### config.mk
export PLATFORM = sky130hd
export DESIGN_NAME = fib_bcd_convert
export DESIGN_NICKNAME = d
export VERILOG_FILES = /design/src/rtl/fib_pkg.sv /design/src/rtl/bcd_digit_adj.sv /design/src/rtl/fib_bcd_convert.sv
export SDC_FILE = /design/constraint.sdc
export NUM_CORES = 1
export LEC_CHECK = 0
export CORE_MARGIN = 5
export CORE_UTILIZATION = 56
export CTS_CLUSTER_SIZE = 8
export DETAILED_ROUTE_END_ITERATION = 12
export PLACE_DENSITY = 0.83
export SYNTH_ARGS = -nofsm -noshare
export SYNTH_HDL_FRONTEND = slang
export SYNTH_SLANG_ARGS = --single-unit
export TNS_END_PERCENT = 100
### constraint.sdc
create_clock -name clk -period 4.17 [get_ports clk]
set_clock_uncertainty 0.15 [all_clocks]
set_input_delay 1.0425 -clock clk [delete_from_list [all_inputs] [get_ports clk]]
set_output_delay 1.0425 -clock clk [all_outputs]
set_load 0.1 [all_outputs]
### src/rtl/fib_pkg.sv
`default_nettype none
// ---------------------------------------------------------------------------
// fib_pkg : constants and types shared by the Fibonacci core and its BCD stage
// Revision: 1.0
// ---------------------------------------------------------------------------
package fib_pkg;

  localparam int fib_width  = 16;
  localparam int bcd_digits = 5;

  typedef enum logic {
    IDLE = 1'b0,
    CONV = 1'b1
  } bcd_state_t;

endpackage
`default_nettype wire

### src/rtl/bcd_digit_adj.sv
`default_nettype none
// ---------------------------------------------------------------------------
// bcd_digit_adj : double-dabble nibble correction, add 3 when the digit is >= 5
// Revision: 1.0
// ---------------------------------------------------------------------------
module bcd_digit_adj (
  input  logic [3:0] din,
  output logic [3:0] dout
);

  assign dout = (din >= 4'd5) ? din + 4'd3 : din;

endmodule
`default_nettype wire

### src/rtl/fib_bcd_convert.sv
`default_nettype none
// ---------------------------------------------------------------------------
// fib_bcd_convert : sequential binary-to-BCD converter with one pending slot
// Revision: 1.0
// ---------------------------------------------------------------------------
module fib_bcd_convert
  import fib_pkg::*;
#(
  parameter int WIDTH  = fib_width,
  parameter int DIGITS = bcd_digits
) (
  input  logic                  clk,
  input  logic                  reset,
  input  logic                  in_valid,
  input  logic [WIDTH-1:0]      in_data,
  output logic                  in_ready,
  output logic [4*DIGITS-1:0]   bcd_out,
  output logic                  out_valid,
  output logic                  busy,
  output logic                  overflow
);

  localparam int REG_W = 4*DIGITS + WIDTH;
  localparam int CNT_W = $clog2(WIDTH + 1);
  localparam logic [CNT_W-1:0] LAST = CNT_W'(WIDTH - 1);

  bcd_state_t          state;
  logic [REG_W-1:0]    work;
  logic [REG_W-1:0]    adjusted;
  logic [REG_W-1:0]    shifted;
  logic [4*DIGITS-1:0] adj_bcd;
  logic [CNT_W-1:0]    count;
  logic                pend_valid;
  logic [WIDTH-1:0]    pend_data;

  generate
    for (genvar d = 0; d < DIGITS; d++) begin : g_digit
      bcd_digit_adj u_adj (
        .din  (work[WIDTH + 4*d +: 4]),
        .dout (adj_bcd[4*d +: 4])
      );
    end
  endgenerate

  // The top bit shifted out is always zero when DIGITS is sized correctly.
  assign adjusted = {adj_bcd, work[WIDTH-1:0]};
  assign shifted  = adjusted << 1;
  assign in_ready = ~pend_valid;

  always_ff @(posedge clk or posedge reset) begin
    if (reset) begin
      state      <= IDLE;
      work       <= '0;
      count      <= '0;
      pend_valid <= 1'b0;
      pend_data  <= '0;
      bcd_out    <= '0;
      out_valid  <= 1'b0;
      busy       <= 1'b0;
      overflow   <= 1'b0;
    end else begin
      out_valid <= 1'b0;
      case (state)
        IDLE: begin
          if (pend_valid) begin
            work  <= {{(4*DIGITS){1'b0}}, pend_data};
            count <= '0;
            busy  <= 1'b1;
            state <= CONV;
            // Slot is refilled on the same edge it is drained.
            if (in_valid) begin
              pend_data <= in_data;
            end else begin
              pend_valid <= 1'b0;
            end
          end else if (in_valid) begin
            work  <= {{(4*DIGITS){1'b0}}, in_data};
            count <= '0;
            busy  <= 1'b1;
            state <= CONV;
          end
        end

        CONV: begin
          work  <= shifted;
          count <= count + 1'b1;
          if (count == LAST) begin
            bcd_out   <= shifted[REG_W-1:WIDTH];
            out_valid <= 1'b1;
            busy      <= 1'b0;
            state     <= IDLE;
          end
          if (in_valid) begin
            if (!pend_valid) begin
              pend_valid <= 1'b1;
              pend_data  <= in_data;
            end else begin
              overflow <= 1'b1;
            end
          end
        end

        default: state <= IDLE;
      endcase
    end
  end

endmodule
`default_nettype wire
==> results by stage, run 1 <==
Worst setup path:
- The biggest cell delay along the critical path is 1.14 ns.
- The data arrival at the endpoint of the critical path is 1.86 ns.
- The element type at the critical path start is a register.
- The signal on the critical path passes through clkdlybuf4s50_1.
- The number of cells on the worst reg-to-reg path is 6.
- The endpoint type of the worst setup path is a primary output.
- Of all nets on the critical path, the largest fanout is 2.
- The family of cells with the greatest summed delay on the critical path is buffers and inverters.
- The library cell contributing the largest single delay on the critical path is sky130_fd_sc_hd__clkdlybuf4s50_1.
- The data required time of the critical path is 2.98 ns.
- The worst register-to-register path begins at count[0].
- The endpoint identified for the worst register-to-register timing path is bcd_out[13].
- The category of the most critical setup path is register to primary output.
- Together, buffers and inverters on the worst path number 1.
- The register-to-register path setup slack is 1.38 ns.

Route:
- The routed layout has 2683 vias.
- The number of routed nets with antenna violations is 0.
- Wires add up to 7500 um.
- The post-detailed-route via-to-cell ratio is 5.71.
- After detailed routing, the number of remaining DRC violations is 0.
- The first detailed-routing pass ran for 7 iterations.
- The routed length per placed instance is 15.9 um.
- The detailed router finished its first iteration with 109 violations.

Die:
- The core footprint is 6680 um2.
- In this run the horizontal extent of the chip is 92.3 um.
- The floorplan step set the die height to 92.3 um.
- The effective utilization at floorplan is 0.567.
- The floorplan step defined a die boundary enclosing 8510 um2.
- The number of placement rows is 30.
- The top-level port count is 43.

GRT:
- For met1 alone, demand over resource in global routing was 0.259.
- met2 is the most crowded layer.
- The initial antenna violation count is 0.
- Summed over all layers, the global routing overflow is 0.
- For this run, the total global-route usage over all layers was measured as 0.194.
- The first-pass GRT wire length is 13100 um.
- The number of global-route vias before repair is 2735.
- The largest net degree at the start of global routing is 60.
- In the global route stage, met2 resource usage came out at 0.309.
- In the global route stage, met3 resource usage came out at 0.0328.

Yosys:
- In the synthesized netlist, the cells that appear most often are sky130_fd_sc_hd__dfrtp_1 (82), sky130_fd_sc_hd__nand2_1 (35), sky130_fd_sc_hd__o21ai_0 (29).
- The post-synthesis cell count is 344.
- After synthesis, the largest family of logic cells by area is compound AO/OA/AOI/OAI gates.
- In this run the cell area of the synthesized design comes to 3790 um2.
- The number of synthesized flops with an enable pin is 0.
- Of the total synthesized cell area, the portion taken by AND, OR, NAND and NOR gates is 0.0957.
- The adder-cell share of the synthesized area is 0.0423.
- Among all cell types in the netlist, the one instantiated most often is sky130_fd_sc_hd__dfrtp_1.
- The number of distinct standard cells referenced by the synthesized netlist is 28.
- The proportion of synthesized flip-flops having asynchronous set or reset is 1.00.
- The post-synthesis area per instance is 11.0 um2.
- Of the post-synthesis cell area, the part taken by muxes is 0.132.
- Of the total synthesized cell area, the portion taken by XOR and XNOR cells is 0.0185.
- Of the post-synthesis cell area, the dominant cell type holds 0.541.
- The share of the yosys chip area belonging to registers is 0.541.
- The biggest area contributor in the post-synthesis netlist is sky130_fd_sc_hd__dfrtp_1.
- When the netlist entered floorplanning its net count stood at 375.
- The post-synthesis compound-gate area fraction is 0.135.
- The Yosys step of the flow raised 0 warnings.
- The synthesized design contains 82 register bits.
- The most used flip-flop cell after synthesis is sky130_fd_sc_hd__dfrtp_1.
- After synthesis, the cell types taking the most area are sky130_fd_sc_hd__dfrtp_1 (54%), sky130_fd_sc_hd__mux2_2 (6.2%), sky130_fd_sc_hd__ha_1 (4.0%).

Clock tree:
- The clock tree root driver cell is sky130_fd_sc_hd__clkbuf_8.
- Once the clock tree was built, the resizer swapped 0 gates to a different size.
- No sink is reached through more buffers than the 2 on the longest clock path.
- The post-CTS setup repair buffer count is 0.
- The clock buffer count from CTS is 9.
- The clock slew seen by the registers of the worst setup and hold paths is 0.08 ns.
- The insertion delay of the later-clocked pin in the worst-skew pair is 0.35 ns.
- The number of hold buffers added after CTS was 0.
- The count of H-tree levels built during CTS is 3.
- The tree built by TritonCTS fans out to 82 sinks.
- The clock tree from TritonCTS is yes.

Timing:
- The fmax is 0.328 GHz.
- The final count of hold timing violations is 0.
- The final max-slew violation count came to 0.
- At the pin with the least slew margin, the transition time is 0.977 ns.
- Setup repair after global routing left no endpoint under its margin.
- In this run the tightest slew margin relative to its limit is 0.347.
- The final worst hold slack is 0.322 ns.
- The final setup TNS is 0 ns.
- The routed design could run at a clock period as short as 3.05 ns.
- Of the available clock period, the critical path in the final layout requires 0.732.
- Setup violations remaining at the end of the flow were counted as 0.

Cells and area:
- In the final layout, the multi-input gates occupy 1610 um2.
- The antenna diode instance count is 0.
- The number of filler cells placed in the layout is 509.
- In the final design database the tool counted 416 nets.
- The utilization after layout is 0.670.
- Summing all flip-flop and latch instances after layout gives 2050 um2.
- The area growth from synthesis to layout is 18.2%.
- The share of final-layout standard cells stronger than drive strength 1 is 0.115.

Worst hold path:
- For hold timing, the worst endpoint is overflow.
- The worst hold path begins at overflow.
- The worst hold path cell count is 1.
- The min-delay analysis places its worst path in the category register to register.

Job:
- The number of max-cap violations is 0.

Pwr:
- The standby leakage power is 2.06 nW.
- Of the total power, the share spent switching nets is 0.450.
- The share of power burned in registers is 0.357.
- The combinational group share of total power is 0.494.
- Dividing total power by cell area gives a power density of 869 nW/um2.
- Summed over all nets, the switching power comes to 1.75 mW.
- The maximum vdd ir drop is 531 uV.
- The internal power of the cells totals 2.14 mW.
- Of the total power, the clock network draws 0.149.

Placement:
- The number of port buffers is 42.
- Detailed placement ended at an HPWL of 4980 um.
- The congestion estimate from routability-driven global placement came to 0.761.

Run status:
- The run finished with clean final reports.
[cells by family (layout without fill, tap and decap cells)]
group                    count (synthesis)  count (layout)
AO/OA/AOI/OAI                           82              82
XOR/XNOR                                 8               8
adder cells (fa/ha/maj)                 13              13
buffers and inverters                   33              79
flip-flops                              82              82
multiplexers                            46              46
AND/OR/NAND/NOR                         80              80
[stage by stage]
stage | area (um2) | instances | total power [mW] | worst slack, ns
after floorplan | 3790 | 344 | 2.88 | 0.869
after global placement | 4280 | 454 | 3.24 | 1.14
after detailed placement | 4280 | 454 | 3.33 | 1.10
after CTS | 4480 | 470 | 3.92 | 1.09
after global routing | 4480 | 470 | 4.16 | 1.06
final | 4480 | 470 | 3.89 | 1.12
[how the worst max path moves through the flow]
stage	start	slack, ns	depth (start not counted)	end
global route	bcd_out[18]	1.06	1	bcd_out[18]
finish	bcd_out[3]	1.12	1	bcd_out[3]
detailed placement	in_valid	1.10	4	pend_data[0]
floorplan	reset	0.87	1	bcd_out[0]
CTS	bcd_out[13]	1.09	1	bcd_out[13]
global placement	in_valid	1.14	4	pend_data[8]
[final cells by class]
cell class	count	share of cell area
clock buffers	14	0.0363
clock inverters	2	0.00782
inverters	15	0.0128
multi-input cells	229	0.359
flip-flops and latches	82	0.458
well taps	80	0.0223
repair buffers	48	0.103
[layout by cell type, fill, tap and decap left out, types with 7 or more instances in the layout]
| cell type | netlist | layout |
|---|---|---|
| sky130_fd_sc_hd__o21ai_0 | 29 | 29 |
| sky130_fd_sc_hd__nand2b_1 | 9 | 9 |
| sky130_fd_sc_hd__ha_1 | 12 | 12 |
| sky130_fd_sc_hd__nand3_1 | 11 | 11 |
| sky130_fd_sc_hd__clkbuf_8 | 0 | 11 |
| sky130_fd_sc_hd__nand2_1 | 35 | 35 |
| sky130_fd_sc_hd__mux2i_1 | 15 | 15 |
| sky130_fd_sc_hd__buf_4 | 0 | 7 |
| sky130_fd_sc_hd__mux2_1 | 10 | 10 |
| sky130_fd_sc_hd__nor2_1 | 14 | 14 |
| sky130_fd_sc_hd__a22o_1 | 17 | 17 |
| sky130_fd_sc_hd__clkdlybuf4s50_1 | 0 | 41 |
| sky130_fd_sc_hd__a21oi_1 | 26 | 26 |
| sky130_fd_sc_hd__dfrtp_1 | 82 | 81 |
| sky130_fd_sc_hd__inv_1 | 14 | 13 |
| sky130_fd_sc_hd__mux2_2 | 21 | 21 |
[registers in the layout (all words and copies together), names as in the netlist]
name        flops
pend_valid      1
out_valid       1
overflow        1
busy            1
count           5
bcd_out        20
work           36
pend_data      16
state           1
[power groups by stage]
stage                     Combinational [mW]  Sequential [mW]  Clock, mW
final                                   1.92             1.39      0.582
after global routing                    2.10             1.43      0.630
after CTS                               1.94             1.39      0.597
after detailed placement                1.93             1.39          0
after global placement                  1.87             1.38          0
after floorplan                        0.893             1.99          0
[routing by layer]
layer,part of all wire,vias up
met5,0,-
met3,0.025,11
met4,0.021,0
met1,0.45,1353
li1,-,1282
met2,0.50,37
(Power assumes the default switching activity.)
==> run 2: changes to the inputs <==
--- a/config.mk
+++ b/config.mk
@@ -6,10 +6,10 @@
 export NUM_CORES = 1
 export LEC_CHECK = 0
 export CORE_MARGIN = 5
-export CORE_UTILIZATION = 56
+export CORE_UTILIZATION = 50
 export CTS_CLUSTER_SIZE = 8
 export DETAILED_ROUTE_END_ITERATION = 12
-export PLACE_DENSITY = 0.83
+export PLACE_DENSITY = 0.78
 export SYNTH_ARGS = -nofsm -noshare
 export SYNTH_HDL_FRONTEND = slang
 export SYNTH_SLANG_ARGS = --single-unit
==> constraint.sdc (replaced) <==
create_clock -name clk -period 2.75 [get_ports clk]
set_clock_uncertainty 0.15 [all_clocks]
set_input_delay 0.6875 -clock clk [delete_from_list [all_inputs] [get_ports clk]]
set_output_delay 0.6875 -clock clk [all_outputs]
set_load 0.1 [all_outputs]
==> run 2 against run 1 <==
- die area grew 11%
- register-to-register slack lost 0.92 ns
- sequential share of layout area shrank 0.22 points
- sequential cell count is the same
- routed wire length shrank 1.0%
- via count shrank 0.86%
- final area grew 0.47%
- first-iteration DRC count grew 36%
- worst setup slack lost 0.69 ns
- non-clock buffer count grew 4
- critical path type unchanged
- critical endpoint is now in_ready
- highest routed layer unchanged
==> results by stage, run 2 (synthesis results as in run 1) <==
Die:
- The die width is 97.1 um (was 92.3 um).
- The vertical extent of the die is 97.1 um (was 92.3 um).
- The top-level port count is 43 (unchanged).
- The core footprint is 7330 um2 (was 6680 um2).
- The total die area is 9420 um2 (was 8510 um2).
- The number of placement rows was 31 (was 30).
- The effective utilization at floorplan is 0.517 (was 0.567).

Pwr:
- The standby leakage power is 2.12 nW (was 2.06 nW).
- The power per unit of standard cell area is 1300 nW/um2 (was 869 nW/um2).
- The total power came to 5.84 mW (was 3.89 mW).
- The maximum vdd ir drop was 1010 uV (was 531 uV).

Timing:
- The slew of the pin with the lowest slew margin is 0.555 ns (was 0.977 ns).
- The clock period could shrink to 2.32 ns.
- The fmax is 0.431 GHz.
- The final max-slew violation count is 0 (unchanged).
- The final count of hold timing violations is 0 (unchanged).
- The number of setup violations in the final report is 0 (unchanged).
- The final setup TNS is 0 ns (unchanged).
- The setup slack of the critical path after layout was 0.432 ns (was 1.12 ns).
- Dividing the final minimum period by the clock period gives 0.843.
- Setup repair after global routing missed its margin: false (unchanged).
- The headroom to the max-slew limit is 0.628 (was 0.347).

Route:
- The post-detailed-routing wire length was 7420 um (was 7500 um).
- The iteration-0 DRC count of the detailed router is 148 (was 109).
- The post-detailed-route via-to-cell ratio was 5.41 (was 5.71).
- The number of DRC violations after detailed routing is 0 (unchanged).
- The routed length per placed instance is 15.1 um (was 15.9 um).
- The total number of vias is 2660 (was 2683).
- The detailed-router iteration count before antenna repair is 5 (was 7).
- The number of routed nets with antenna violations is 0 (unchanged).

Clock tree:
- The number of instances resized during post-cts repair is 0 (unchanged).
- The buffer levels on the longest clock path is 2 (unchanged).
- The number of sinks driven by the clock tree is 82 (unchanged).
- The clock tree root driver cell is sky130_fd_sc_hd__clkbuf_8 (unchanged).
- The clock buffer count from CTS is 9 (unchanged).
- The post-CTS setup repair buffer count is 0 (unchanged).
- The clock tree from TritonCTS was yes (unchanged).
- The count of H-tree levels built during CTS came to 3 (unchanged).
- The post-cts hold buffer count is 0 (unchanged).
- The clock slew seen by the registers of the worst setup and hold paths came to 0.07 ns (was 0.08 ns).
- The insertion delay of the later-clocked pin in the worst-skew pair is 0.34 ns (was 0.35 ns).

Worst hold path:
- The path type of the worst min-delay path is register to register (unchanged).

Worst setup path:
- The category of the most critical setup path was register to primary output (unchanged).
- The critical-path maximum fanout is 13 (was 2).
- The data required time of the critical path is 1.91 ns (was 2.98 ns).
- Critical Path, Cell by Cell: inv_1 > buf_12 (was clkdlybuf4s50_1).
- The family of cells with the greatest summed delay on the critical path is flip-flops (was buffers and inverters).
- The biggest cell delay along the critical path was 0.62 ns (was 1.14 ns).
- The library cell contributing the largest single delay on the critical path was sky130_fd_sc_hd__dfrtp_1 (was sky130_fd_sc_hd__clkdlybuf4s50_1).
- The element type at the critical path start is a register (unchanged).
- The data arrival at the endpoint of the critical path is 1.48 ns (was 1.86 ns).
- The endpoint type of the worst setup path is a primary output (unchanged).
- The number of buffers and inverters on the critical path is 2 (was 1).

Cells and area:
- The most frequent standard cell in the layout excluding fill and tap cells is sky130_fd_sc_hd__dfrtp_1 (unchanged).
- The number of flip-flops in the largest register is 36 (unchanged).
- The largest register by flop count is work (unchanged).
- The area growth from synthesis to layout is 18.8% (was 18.2%).
- The antenna diode instance count is 0 (unchanged).
- Top library cells by usage in the layout, fill and taps aside: sky130_fd_sc_hd__dfrtp_1 (81), sky130_fd_sc_hd__nand2_1 (35), sky130_fd_sc_hd__buf_4 (32) (was sky130_fd_sc_hd__dfrtp_1 (81), sky130_fd_sc_hd__clkdlybuf4s50_1 (41), sky130_fd_sc_hd__nand2_1 (35)).
- Top flop regs: work: 36 flops, bcd_out: 20 flops, pend_data: 16 flops (unchanged).
- The share of final-layout standard cells stronger than drive strength 1 is 0.186 (was 0.115).
- The net total in the final layout is 420 (was 416).
- The number of filler cells placed in the layout is 576 (was 509).

Placement:
- The routability-driven placement congestion ratio is 0.767 (was 0.761).
- The minimum setup slack after placement was 0.366 ns (was 1.10 ns).
- The number of port buffers is 42 (unchanged).
- The total half-perimeter wirelength after legalization and detailed placement is 5010 um (was 4980 um).

GRT:
- The total track usage came to 0.166 (was 0.194).
- The largest net degree at the start of global routing is 83 (was 60).
- The leftover overflow at the end of global routing was 0 (unchanged).
- The number of global-route vias before repair is 2738 (was 2735).
- The first-pass GRT wire length is 13000 um (was 13100 um).
- The initial antenna violation count is 0 (unchanged).

Run status:
- Status: completed (unchanged).

Job:
- The number of max-cap violations is 0 (unchanged).
run 2: where the power goes:
part	leakage, nW	internal [mW]	switching [mW]
registers	1.03	1.73	0.391
clock network	0.102	0.462	0.392
logic	0.987	1.02	1.85
run 2: path summary, 6_finish.rpt:
check | cells after the start | slack [ns] | endpoint | start
max in group asynchronous | 3 | 1.45 | state | reset
max | 2 | 0.43 | in_ready | pend_valid
min reg2reg | 2 | 0.33 | bcd_out[15] | bcd_out[15]
min in group asynchronous | 3 | 0.64 | pend_data[10] | reset
max reg2reg | 6 | 0.46 | bcd_out[14] | count[0]
min | 2 | 0.33 | bcd_out[15] | bcd_out[15]
run 2: stage by stage:
stage / utilization / instance area [um2] / hold slack, ns / cells
after global routing: 0.614 / 4500 / 0.371 / 492
after CTS: 0.614 / 4500 / 0.343 / 492
final: 0.614 / 4500 / 0.335 / 492
after global placement: 0.587 / 4310 / 0.314 / 477
after detailed placement: 0.587 / 4310 / 0.325 / 477
after floorplan: - / 3790 / 0.300 / 344
run 2: worst register-to-register path, delay by kind of cell, from the launching register on:
family,cells,cell delay [ns]
muxes,1,0.47
and+or+nand+nor,2,0.27
adders and majority gates,2,0.42
buffers and inverters,1,0.45
DFF,1,0.42
run 2: area by class of cell:
cell class / instances / area, um2 / share of cell area
flip-flops and latches: 82 / 2050 / 0.456
clock inverters: 3 / 40.0 / 0.00890
repair buffers: 52 / 460 / 0.102
multi-input cells: 229 / 1610 / 0.357
well taps: 99 / 124 / 0.0275
inverters: 15 / 60.1 / 0.0133
clock buffers: 12 / 155 / 0.0345
run 2: routing by layer:
metal,track usage,vias up,part of all wire
met5,0,-,0
met4,0.0486,0,0.012
met3,0.0424,8,0.038
met2,0.268,44,0.49
met1,0.222,1309,0.46
li1,-,1299,-
==> run 3: changes to the inputs <==
--- a/config.mk
+++ b/config.mk
@@ -6,10 +6,10 @@
 export NUM_CORES = 1
 export LEC_CHECK = 0
 export CORE_MARGIN = 5
-export CORE_UTILIZATION = 50
+export CORE_UTILIZATION = 56
 export CTS_CLUSTER_SIZE = 8
 export DETAILED_ROUTE_END_ITERATION = 12
-export PLACE_DENSITY = 0.78
+export PLACE_DENSITY = 0.83
 export SYNTH_ARGS = -nofsm -noshare
 export SYNTH_HDL_FRONTEND = slang
 export SYNTH_SLANG_ARGS = --single-unit
==> constraint.sdc (replaced) <==
create_clock -name clk -period 2.2 [get_ports clk]
set_clock_uncertainty 0.15 [all_clocks]
set_input_delay 0.55 -clock clk [delete_from_list [all_inputs] [get_ports clk]]
set_output_delay 0.55 -clock clk [all_outputs]
set_load 0.1 [all_outputs]
==> run 3 against run 2 <==
- combinational power rose by 43%
- sequential share of layout area fell by 3.6 points
- core utilization up 12 points
- cell count down 2.2%
- routed wire length rose by 8.0%
- critical path type is now register to register
- largest power group unchanged
==> results by stage, run 3 (synthesis results as in run 1) <==
Cells and area:
- The net total in the final layout is 427 (was 420).
- The area growth from synthesis to layout came to 28.8% (was 18.8%).
- The utilization after layout is 0.731 (was 0.614).
- The share of final-layout standard cells stronger than drive strength 1 is 0.200 (was 0.186).
- Top library cells by usage in the layout, fill and taps aside: sky130_fd_sc_hd__dfrtp_1 (81), sky130_fd_sc_hd__nand2_1 (35), sky130_fd_sc_hd__o21ai_0 (29) (was sky130_fd_sc_hd__dfrtp_1 (81), sky130_fd_sc_hd__nand2_1 (35), sky130_fd_sc_hd__buf_4 (32)).
- The final non-filler cell total is 481 (was 492).
- The number of filler cells placed in the layout was 427 (was 576).
- The largest register by flop count is work (unchanged).
- Top flop regs: work: 36 flops, bcd_out: 20 flops, pend_data: 16 flops (unchanged).
- The number of flip-flops in the largest register is 36 (unchanged).
- The antenna diode instance count is 0 (unchanged).
- The most frequent standard cell in the layout excluding fill and tap cells was sky130_fd_sc_hd__dfrtp_1 (unchanged).

GRT:
- The first-pass GRT wire length is 13900 um (was 13000 um).
- The initial antenna violation count is 0 (unchanged).
- The number of global-route vias before repair is 2880 (was 2738).
- The largest net degree at the start of global routing came to 48 (was 83).
- The total track usage is 0.209 (was 0.166).
- The leftover overflow at the end of global routing is 0 (unchanged).

Route:
- The detailed-router iteration count before antenna repair is 4 (was 5).
- The met2 routed wirelength is 4070 um (was 3630 um).
- The met3 wirelength from detailed routing is 316 um (was 283 um).
- The post-detailed-routing wire length is 8020 um (was 7420 um).
- The post-detailed-route via-to-cell ratio came to 5.74 (was 5.41).
- The iteration-0 DRC count of the detailed router came to 199 (was 148).
- The total number of vias came to 2759 (was 2660).
- The highest signal layer in the routed design is met4 (unchanged).
- The routed length per placed instance came to 16.7 um (was 15.1 um).
- The number of routed nets with antenna violations came to 0 (unchanged).
- The number of DRC violations after detailed routing was 0 (unchanged).
- The detailed-route wire length on metal 1 is 3520 um (was 3410 um).

Clock tree:
- The post-CTS setup repair buffer count is 0 (unchanged).
- The post-cts hold buffer count is 0 (unchanged).
- The clock slew seen by the registers of the worst setup and hold paths is 0.08 ns (was 0.07 ns).
- The count of H-tree levels built during CTS was 3 (unchanged).
- The number of instances resized during post-cts repair came to 0 (unchanged).
- The buffer levels on the longest clock path was 2 (unchanged).
- The clock tree root driver cell is sky130_fd_sc_hd__clkbuf_8 (unchanged).
- The number of sinks driven by the clock tree is 82 (unchanged).
- The clock buffer count from CTS is 9 (unchanged).
- The clock tree from TritonCTS is yes (unchanged).
- The insertion delay of the later-clocked pin in the worst-skew pair came to 0.36 ns (was 0.34 ns).

Pwr:
- The maximum vdd ir drop is 1440 uV (was 1010 uV).
- The power per unit of standard cell area was 1670 nW/um2 (was 1300 nW/um2).
- The standby leakage power came to 2.26 nW (was 2.12 nW).

Die:
- The effective utilization at floorplan is 0.567 (was 0.517).
- The vertical extent of the die is 92.3 um (was 97.1 um).
- The top-level port count was 43 (unchanged).
- The total die area was 8510 um2 (was 9420 um2).
- The die width is 92.3 um (was 97.1 um).
- The number of placement rows is 30 (was 31).
- The core footprint came to 6680 um2 (was 7330 um2).

Run status:
- Status: completed (unchanged).

Worst setup path:
- The category of the most critical setup path was register to register (was register to primary output).
- The endpoint type of the worst setup path is a register (was primary output).
- Critical Path, Cell by Cell: ha_1 > and3_1 > ha_1 > nand2_1 > clkinv_1 > buf_4 > mux2_2 (was inv_1 > buf_12).
- The data arrival at the endpoint of the critical path is 2.06 ns (was 1.48 ns).
- The library cell contributing the largest single delay on the critical path was sky130_fd_sc_hd__dfrtp_1 (unchanged).
- The element type at the critical path start is a register (unchanged).
- The critical-path maximum fanout was 16 (was 13).
- The biggest cell delay along the critical path was 0.42 ns (was 0.62 ns).
- The data required time of the critical path is 2.29 ns (was 1.91 ns).
- The number of buffers and inverters on the critical path is 2 (unchanged).
- The family of cells with the greatest summed delay on the critical path is flip-flops (unchanged).
- The most numerous cell type found on the critical path is sky130_fd_sc_hd__ha_1.

Timing:
- The minimum clock period after layout is 1.97 ns.
- The final max-slew violation count is 0 (unchanged).
- The slew of the pin with the lowest slew margin was 0.290 ns (was 0.555 ns).
- The number of setup violations in the final report came to 0 (unchanged).
- The setup slack of the critical path after layout is 0.233 ns (was 0.432 ns).
- The part of the cycle the worst path needs is 0.894.
- Setup repair after global routing missed its margin: false (unchanged).
- The headroom to the max-slew limit is 0.801 (was 0.628).
- The final worst hold slack is 0.287 ns (was 0.335 ns).
- The fmax is 0.508 GHz.
- The final setup TNS is 0 ns (unchanged).
- The final count of hold timing violations is 0 (unchanged).

Placement:
- The minimum setup slack after placement is 0.0681 ns (was 0.366 ns).
- The cell total after placement came to 465 (was 477).
- The total half-perimeter wirelength after legalization and detailed placement is 5500 um (was 5010 um).
- The number of port buffers is 42 (unchanged).
- The routability-driven placement congestion ratio was 0.833 (was 0.767).

Worst hold path:
- The path type of the worst min-delay path is input pin to async pin (was register to register).

Job:
- The number of max-cap violations is 0 (unchanged).
-- run 3: metal layers --
metal / track usage / up-vias
li1: - / 1312
met1: 0.268 / 1380
met2: 0.342 / 58
met3: 0.0582 / 9
met4: 0.0681 / 0
met5: 0 / -
-- run 3: final timing paths --
path	start	end	slack (ns)	cells past startpoint
hold / removal	reset	pend_data[4]	0.29	2
setup reg to reg	count[0]	bcd_out[13]	0.23	7
min in group clk	work[0]	work[1]	0.34	2
hold reg to reg	work[0]	work[1]	0.34	2
setup / recovery	count[0]	bcd_out[13]	0.23	7
max in group asynchronous	reset	state	1.16	3
-- run 3: cell type report --
type / instances / area [um2] / area share
clock inverters: 5 / 104 / 0.0213
well taps: 80 / 100 / 0.0205
inverters: 15 / 60.1 / 0.0123
repair buffers: 59 / 826 / 0.169
multi-input cells: 229 / 1610 / 0.329
flip-flops and latches: 82 / 2050 / 0.421
clock buffers: 11 / 131 / 0.0269
-- run 3: where the power goes --
part           switching [mW]  leakage (nW)  internal, mW
registers               0.583          1.03          2.16
logic                    2.38          1.12          1.73
clock network           0.539         0.118         0.755
total                    3.50          2.26          4.64
-- run 3: metrics by stage --
stage	total power, mW	cell area, um2
detailed placement	6.87	4650
global placement	6.68	4650
finish	8.15	4880
global route	8.63	4880
floorplan	5.46	3790
CTS	8.20	4880
